## src/rtl/vctr_fifo_driver.sv

```systemverilog
// vctr_fifo_driver: streams two host-loaded vectors into the vector FIFO compute block
// and drains its result vector into a host-readable buffer. Watchdog option: VCTR_DRV_TIMEOUT_EN.
//
// state     | meaning
// IDLE      | waiting for go while the block reports idle; host may write vectors
// START     | acc_start held until the block reports ready
// SEND      | one beat per ready cycle, vec1 then vec2 (2N beats)
// WAIT_DONE | waiting for the block to report done
// DRAIN     | N read strobes, each word captured one cycle later
// FINISH    | one-cycle complete pulse
module vctr_fifo_driver #(
  parameter int WORD_WIDTH      = 16,
  parameter int HSP_BANDS_WIDTH = 3,
  parameter int TIMEOUT_WIDTH   = 16
) (
  input  logic                       clk,
  input  logic                       rst,
  input  logic                       host_wr_en,
  input  logic                       host_wr_sel,
  input  logic [HSP_BANDS_WIDTH-1:0] host_wr_addr,
  input  logic [WORD_WIDTH-1:0]      host_wr_data,
  input  logic [HSP_BANDS_WIDTH-1:0] host_rd_addr,
  output logic [WORD_WIDTH-1:0]      host_rd_data,
  input  logic                       go,
  output logic                       busy,
  output logic                       complete,
  output logic                       error,
  output logic                       acc_start,
  output logic                       acc_data_in_en,
  output logic [WORD_WIDTH-1:0]      acc_data_in,
  output logic                       acc_data_out_en,
  input  logic [WORD_WIDTH-1:0]      acc_data_out,
  input  logic                       acc_idle,
  input  logic                       acc_ready,
  input  logic                       acc_done
);

  localparam int N  = 1 << HSP_BANDS_WIDTH;
  localparam int CW = HSP_BANDS_WIDTH + 1;
  localparam logic [CW-1:0] LAST_BEAT = CW'(2 * N - 1);
  localparam logic [CW-1:0] NUM_READS = CW'(N);

  typedef enum logic [2:0] {IDLE, START, SEND, WAIT_DONE, DRAIN, FINISH} state_t;

  state_t state, state_next;

  logic [WORD_WIDTH-1:0]      vec1   [N];
  logic [WORD_WIDTH-1:0]      vec2   [N];
  logic [WORD_WIDTH-1:0]      result [N];
  logic [CW-1:0]              beat_cnt;
  logic [CW-1:0]              read_cnt;
  logic                       cap_valid;
  logic [HSP_BANDS_WIDTH-1:0] cap_idx;
  logic [HSP_BANDS_WIDTH-1:0] beat_idx;
  logic                       go_ok;
  logic                       timeout;

  assign go_ok    = (state == IDLE) && go && acc_idle;
  assign busy     = (state != IDLE);
  assign beat_idx = beat_cnt[HSP_BANDS_WIDTH-1:0];

  // beat_cnt MSB selects vec2 for the second half of the stream
  assign acc_data_in  = (state == SEND) ? (beat_cnt[HSP_BANDS_WIDTH] ? vec2[beat_idx] : vec1[beat_idx])
                                        : '0;
  assign host_rd_data = result[host_rd_addr];

`ifdef VCTR_DRV_TIMEOUT_EN
  logic [TIMEOUT_WIDTH-1:0] wd_cnt;
  logic                     error_q;
  logic                     waiting;

  assign waiting = (state == START) || (state == WAIT_DONE);
  assign timeout = waiting && (wd_cnt == TIMEOUT_WIDTH'(1));
  assign error   = error_q;

  // down-counter reloaded on every state change; terminal count = all-ones cycles waited
  always_ff @(posedge clk or posedge rst) begin
    if (rst) begin
      wd_cnt  <= '0;
      error_q <= 1'b0;
    end else begin
      if (state_next != state) wd_cnt <= '1;
      else if (waiting)        wd_cnt <= wd_cnt - 1'b1;
      if (go_ok)               error_q <= 1'b0;
      else if (timeout)        error_q <= 1'b1;
    end
  end
`else
  logic [TIMEOUT_WIDTH-1:0] unused_wd;
  assign unused_wd = '0;
  assign timeout   = 1'b0;
  assign error     = 1'b0;
`endif

  always_ff @(posedge clk or posedge rst) begin
    if (rst) state <= IDLE;
    else     state <= state_next;
  end

  always_comb begin
    state_next      = state;
    acc_start       = 1'b0;
    acc_data_in_en  = 1'b0;
    acc_data_out_en = 1'b0;
    complete        = 1'b0;
    case (state)
      IDLE:      if (go_ok) state_next = START;
      START: begin
        acc_start = 1'b1;
        if (acc_ready)    state_next = SEND;
        else if (timeout) state_next = IDLE;
      end
      SEND: begin
        acc_data_in_en = acc_ready;
        if (acc_ready && (beat_cnt == LAST_BEAT)) state_next = WAIT_DONE;
      end
      WAIT_DONE: begin
        if (acc_done)     state_next = DRAIN;
        else if (timeout) state_next = IDLE;
      end
      DRAIN: begin
        // strobes stop at N; the extra cycle covers the last capture
        acc_data_out_en = (read_cnt != NUM_READS);
        if (read_cnt == NUM_READS) state_next = FINISH;
      end
      FINISH: begin
        complete   = 1'b1;
        state_next = IDLE;
      end
      default:   state_next = IDLE;
    endcase
  end

  always_ff @(posedge clk or posedge rst) begin
    if (rst) begin
      beat_cnt  <= '0;
      read_cnt  <= '0;
      cap_valid <= 1'b0;
      cap_idx   <= '0;
      for (int i = 0; i < N; i++) begin
        vec1[i]   <= '0;
        vec2[i]   <= '0;
        result[i] <= '0;
      end
    end else begin
      cap_valid <= acc_data_out_en;
      cap_idx   <= read_cnt[HSP_BANDS_WIDTH-1:0];
      if (cap_valid) result[cap_idx] <= acc_data_out;

      if (!busy && host_wr_en) begin
        if (host_wr_sel) vec2[host_wr_addr] <= host_wr_data;
        else             vec1[host_wr_addr] <= host_wr_data;
      end

      if (acc_data_in_en)   beat_cnt <= (beat_cnt == LAST_BEAT) ? '0 : beat_cnt + 1'b1;
      else if (state != SEND) beat_cnt <= '0;

      if (acc_data_out_en)     read_cnt <= read_cnt + 1'b1;
      else if (state != DRAIN) read_cnt <= '0;
    end
  end

endmodule

```

## config.mk

```make
export PLATFORM = sky130hd
export DESIGN_NAME = vctr_fifo_driver
export DESIGN_NICKNAME = d
export VERILOG_FILES = /design/src/rtl/vctr_fifo_driver.sv
export SDC_FILE = /design/constraint.sdc
export NUM_CORES = 1
export LEC_CHECK = 0
export BUFFER_PORTS_ARGS = -buffer_cell sky130_fd_sc_hd__buf_2
export CORE_MARGIN = 4
export CORE_UTILIZATION = 66
export CTS_CLUSTER_SIZE = 25
export DETAILED_ROUTE_END_ITERATION = 7
export GPL_TIMING_DRIVEN = 0
export PLACE_DENSITY = 0.85
export REMOVE_ABC_BUFFERS = 1
export SYNTH_ARGS = -nofsm -noshare
export SYNTH_HDL_FRONTEND = slang
export SYNTH_SLANG_ARGS = --single-unit
```

## constraint.sdc

```tcl
create_clock -name clk -period 17.15 [get_ports clk]
set_input_delay 0.8575 -clock clk [delete_from_list [all_inputs] [get_ports clk]]
set_output_delay 0.8575 -clock clk [all_outputs]
set_load 0.05 [all_outputs]
```

Word level (Yosys, flattened, before mapping)
Index checks and enable logic that the tools add are counted.
- input port bits: 46
- flip-flop bits (word level): 399
- logic and storage cells: 104
- output and inout port bits: 38
- bitwise operators: 5
- multiplexer cells: 33
- reduce and logical (&&, ||, !) cells: 14
- eq/ne operators: 15
- add/subtract/negate cells: 2
- order comparisons: 6
- operator list (cell ; count):
    $bwmux W128 ; 3
    $mux W16 ; 10
    $bmux W16 S3 ; 3
    $demux W16 S3 ; 2
    $mux W4 ; 5
    $ge A4 B4 Y1 const B ; 4
    $not A3 Y4 ; 4
    $mux W3 ; 5
    $pmux W3 S5 ; 1
    $add A4 B1 Y4 const B ; 2
    $eq A4 B4 Y1 const B ; 2
    $lt A4 B1 Y1 const B ; 2
    $ne A2 B2 Y1 const B ; 4
    $eq A3 B2 Y1 const B ; 2
    $eq A3 B3 Y1 const B ; 2
    $logic_and A1 B1 Y1 ; 6
    $reduce_and A5 Y1 ; 1
    $mux W1 ; 4
    $ne A4 B4 Y1 const B ; 1
    $reduce_and A2 Y1 ; 2
    $reduce_bool A2 Y1 ; 2
    $eq A3 B1 Y1 const B ; 1
    $logic_not A3 Y1 ; 1
    $ne A3 B2 Y1 const B ; 1
    5 further kinds ; 5

Longest topological paths before layout
- depth after elaboration: 6
- depth in mapped cells: 7
- gate-level depth less buffers: 6

Worst setup path after synthesis
No wires, ideal clock.
- kind: input -> output
- from: in host_rd_addr[0]
- to: out host_rd_data[14]
- buffers on the path: 2
- required time: 16292 ps
- stages on the path: 4
- setup slack: 13941 ps
- arrival time: 2352 ps
- path through: clkbuf_1 > clkbuf_1 > mux4_2 > mux2_2
- cells in the longest elaborated chain, start to end: 4
- ends and longest elaborated chain (element ; line ; text):
    from (decl) ; 22 ; input logic [HSP_BANDS_WIDTH-1:0] host_rd_addr,
    $not A3 Y4 (implied by the code) ; 65 ; assign host_rd_data = result[host_rd_addr];
    $bmux W16 S3 ; 65 ;
    $mux W16 (implied by the code) (2 in a row) ; 65 ;
    to (decl) ; 23 ; output logic [WORD_WIDTH-1:0] host_rd_data,
No other way between the ends. The select of a mux whose other input is x is not followed.

Final worst setup path
- from: reg state[1]
- to: out acc_data_in[3]
- cells in the longest elaborated chain, start to end: 2
- ends and longest elaborated chain (element ; line ; text):
    from (decl) ; 45 ; state_t state, state_next;
    from (signal assigned) ; 97 ; else state <= state_next;
    $eq A3 B2 Y1 ; 63 ; assign acc_data_in = (state == SEND) ? (beat_cnt[HSP_BANDS_WIDTH] ? vec2[beat_idx] : vec1[beat_idx])
    $mux W16 ; 63 ;
    to (decl) ; 30 ; output logic [WORD_WIDTH-1:0] acc_data_in,
No other way between the ends.

==> run_results.csv <==
group,metric,value,unit
clock_network,htreeDepth,2,
logic_synthesis,async_reset_ff_share,100,%
die,dieArea,30700,um^2
clock_network,clk_pin_slew,60,ps
grt,grt_pass1_vias,10900,
routing,drt_first_pass_iters,5,
die,start_util,67.8,%
grt,grt_max_degree,134,
critical_path,cp_max_fo,15,
logic_synthesis,syn_inst,1143,
logic_synthesis,yosys_most_used_dff,"dfrtp_1",
sta,timing.final.ws_setup,12940,ps
clock_network,cts_tree,"done",
clock_network,cts.repair.resized,0,
sta,finalSetupViolCount,0,
final_layout,nNetsFinal,1247,
logic_synthesis,yosysSeqAreaShare,54.2,%
logic_synthesis,ys_ff_latch,399,
die,rows,60,
clock_network,postCtsSetupRepairBufs,0,
worst_hold_path,worstHoldPathType,"in -> async",
grt,grt-ovfl-total,0,
critical_path,crit_path_start_kind,"flop",
sta,slew_headroom,14.9,%
sta,worst_pin_slew,1280,ps
place,port-buffer-count,82,
routing,post_drt_wl_per_cell,23.5,um
critical_path,crit_path_end_kind,"output port",
clock_network,worst_skew_pair.late_latency,530,ps
sta,finalMaxSlewViolations,0,
clock_network,clock-sinks,399,
place,routabilityCongestion,0.742,
sta,fin_setup_tns,0,ps
status,outcome,"finished clean",
die,die_h,175,um
clock_network,numCtsBuffers,41,
routing,routed_wl,37600,um
final_layout,final_area,20500,um^2
final_layout,final_util,75.5,%
routing,drtIter0Drc,618,
critical_path,critPathRequiredTime,16290,ps
grt,grt_pass1_wl,61500,um
critical_path,criticalPathCategory,"reg -> out",
place,dpl-instance-area,19100,um^2
place,place_ws,13470,ps
sta,rsz0062_at_grt,"false",
die,core_area,27200,um^2
routing,post-route-drc-count,0,
power_and_ir_drop,p_leak,0.00915,uW
routing,dr_total_vias,9968,
logic_synthesis,synthesis.area,18400,um^2
final_layout,fill_cells,1645,
final_layout,drive_gt1_share,48.4,%
logic_synthesis,avgSynthCellArea,16.1,um^2
sta,fin_crit,4210,ps
die,die_w,175,um
logic_synthesis,yosysWarnings,0,
logic_synthesis,yosysUniqueCellTypes,50,
place,dp_hpwl,21800,um
logic_synthesis,synth-edff-count,0,
power_and_ir_drop,p_per_area,148,nW/um^2
sta,fmax,238,MHz
clock_network,hold_buffers,0,
die,ios,84,
critical_path,arrival,3350,ps
sta,min_period_over_period,24.5,%
grt,antenna_found_initial,2,
sta,finalHoldViolCount,0,
job,drv_cap,0,
clock_network,cts_root_buf,"clkbuf_16",
grt,grt_usage,25.5,%
sta,fin_skew,18.0,ps
final_layout,area_growth,11.3,%
clock_network,clock_path_buffers,3,
critical_path,reg2reg_slack,14250,ps
routing,ant_nets,0,
routing,vias_per_cell,6.22,
power_and_ir_drop,ir_drop,0.107,mV
[cell type report]
cell class	instances	area [um^2]	share of cell area [%]
Sequential cell	399	9990	48.7
Multi-Input combinational cell	627	7870	38.4
Clock buffer	66	1270	6.20
Timing Repair Buffer	92	619	3.02
Tap cell	372	465	2.27
Inverter	37	146	0.714
Clock inverter	8	144	0.701
Antenna cell	1	2.50	0.0122
[power by group]
part | internal, uW | switching (uW)
clock network | 567 | 358
registers | 1230 | 167
logic | 395 | 311
total | 2190 | 836
[worst paths after layout]
| path | start | to | depth (start not counted) |
|---|---|---|---|
| max in group asynchronous | rst | vec2[90] | 4 |
| min | rst | result[51] | 2 |
| min in group clk | read_cnt[1] | cap_idx[1] | 0 |
| min reg2reg | read_cnt[1] | cap_idx[1] | 0 |
| max | state[1] | acc_data_in[3] | 4 |
| max reg2reg | state[1] | vec1[47] | 4 |
[worst max-delay path: stages (launching register included)]
cell,delay (ps)
dfrtp_1,550
or3b_1,600
or3_1,880
o221ai_2,450
buf_2,330
[per-stage QoR]
stage / instances / hold WS (ps) / total power [uW]
floorplan: 1063 / 397 / 1940
global placement: 1517 / 408 / 2070
detailed placement: 1527 / 414 / 2120
CTS: 1601 / 294 / 3050
global route: 1602 / 302 / 3180
finish: 1602 / 295 / 3030
[synth_stat cells (all sizes together) (6+ instances only)]
cell type    n  area (um^2)
inv         37          139
mux2       401         4550
nand2       13         53.8
nor3b        6          100
buf         46          325
o221ai      15          194
mux4        94         2120
nand3       12          173
clkbuf      34          128
a22oi       15          113
dfrtp      399         9980
nor2        15         63.8
[placed cells by master (no fill, tap or decap), types with 11 or more instances in the layout]
master	count
dfrtp_1	397
mux2_2	294
mux2_1	97
mux4_2	94
buf_2	82
clkbuf_16	43
inv_1	36
a22oi_1	15
nor2_1	12
clkbuf_1	12
nand2_1	11
clkbuf_8	11
[state kept, by name, summed over array words and instances (netlist names)]
register and cells:
state 3, vec2 128, vec1 128, beat_cnt 4, read_cnt 4, result 128
cap_idx 3, cap_valid 1
[kinds of logic (layout without fill, tap and decap cells)]
kind of cell / Yosys count / count (layout) / synth area share (%)
XOR/XNOR: 4 / 4 / 0.190
AO/OA/AOI/OAI: 45 / 45 / 2.21
multiplexers: 500 / 500 / 36.5
buffers and inverters: 117 / 203 / 3.21
other: 1 / 2 / 0.0204
flip-flops: 399 / 399 / 54.2
adder cells (fa/ha/maj): 3 / 3 / 0.204
AND/OR/NAND/NOR: 74 / 74 / 3.49
[layer usage]
metal	GRT usage, %	part of all wire [%]
met3	3.46	3.3
met5	0	0.021
met1	33.9	42
met2	44.9	52
met4	6.84	2.5
Power figures use the tool's default switching activity.
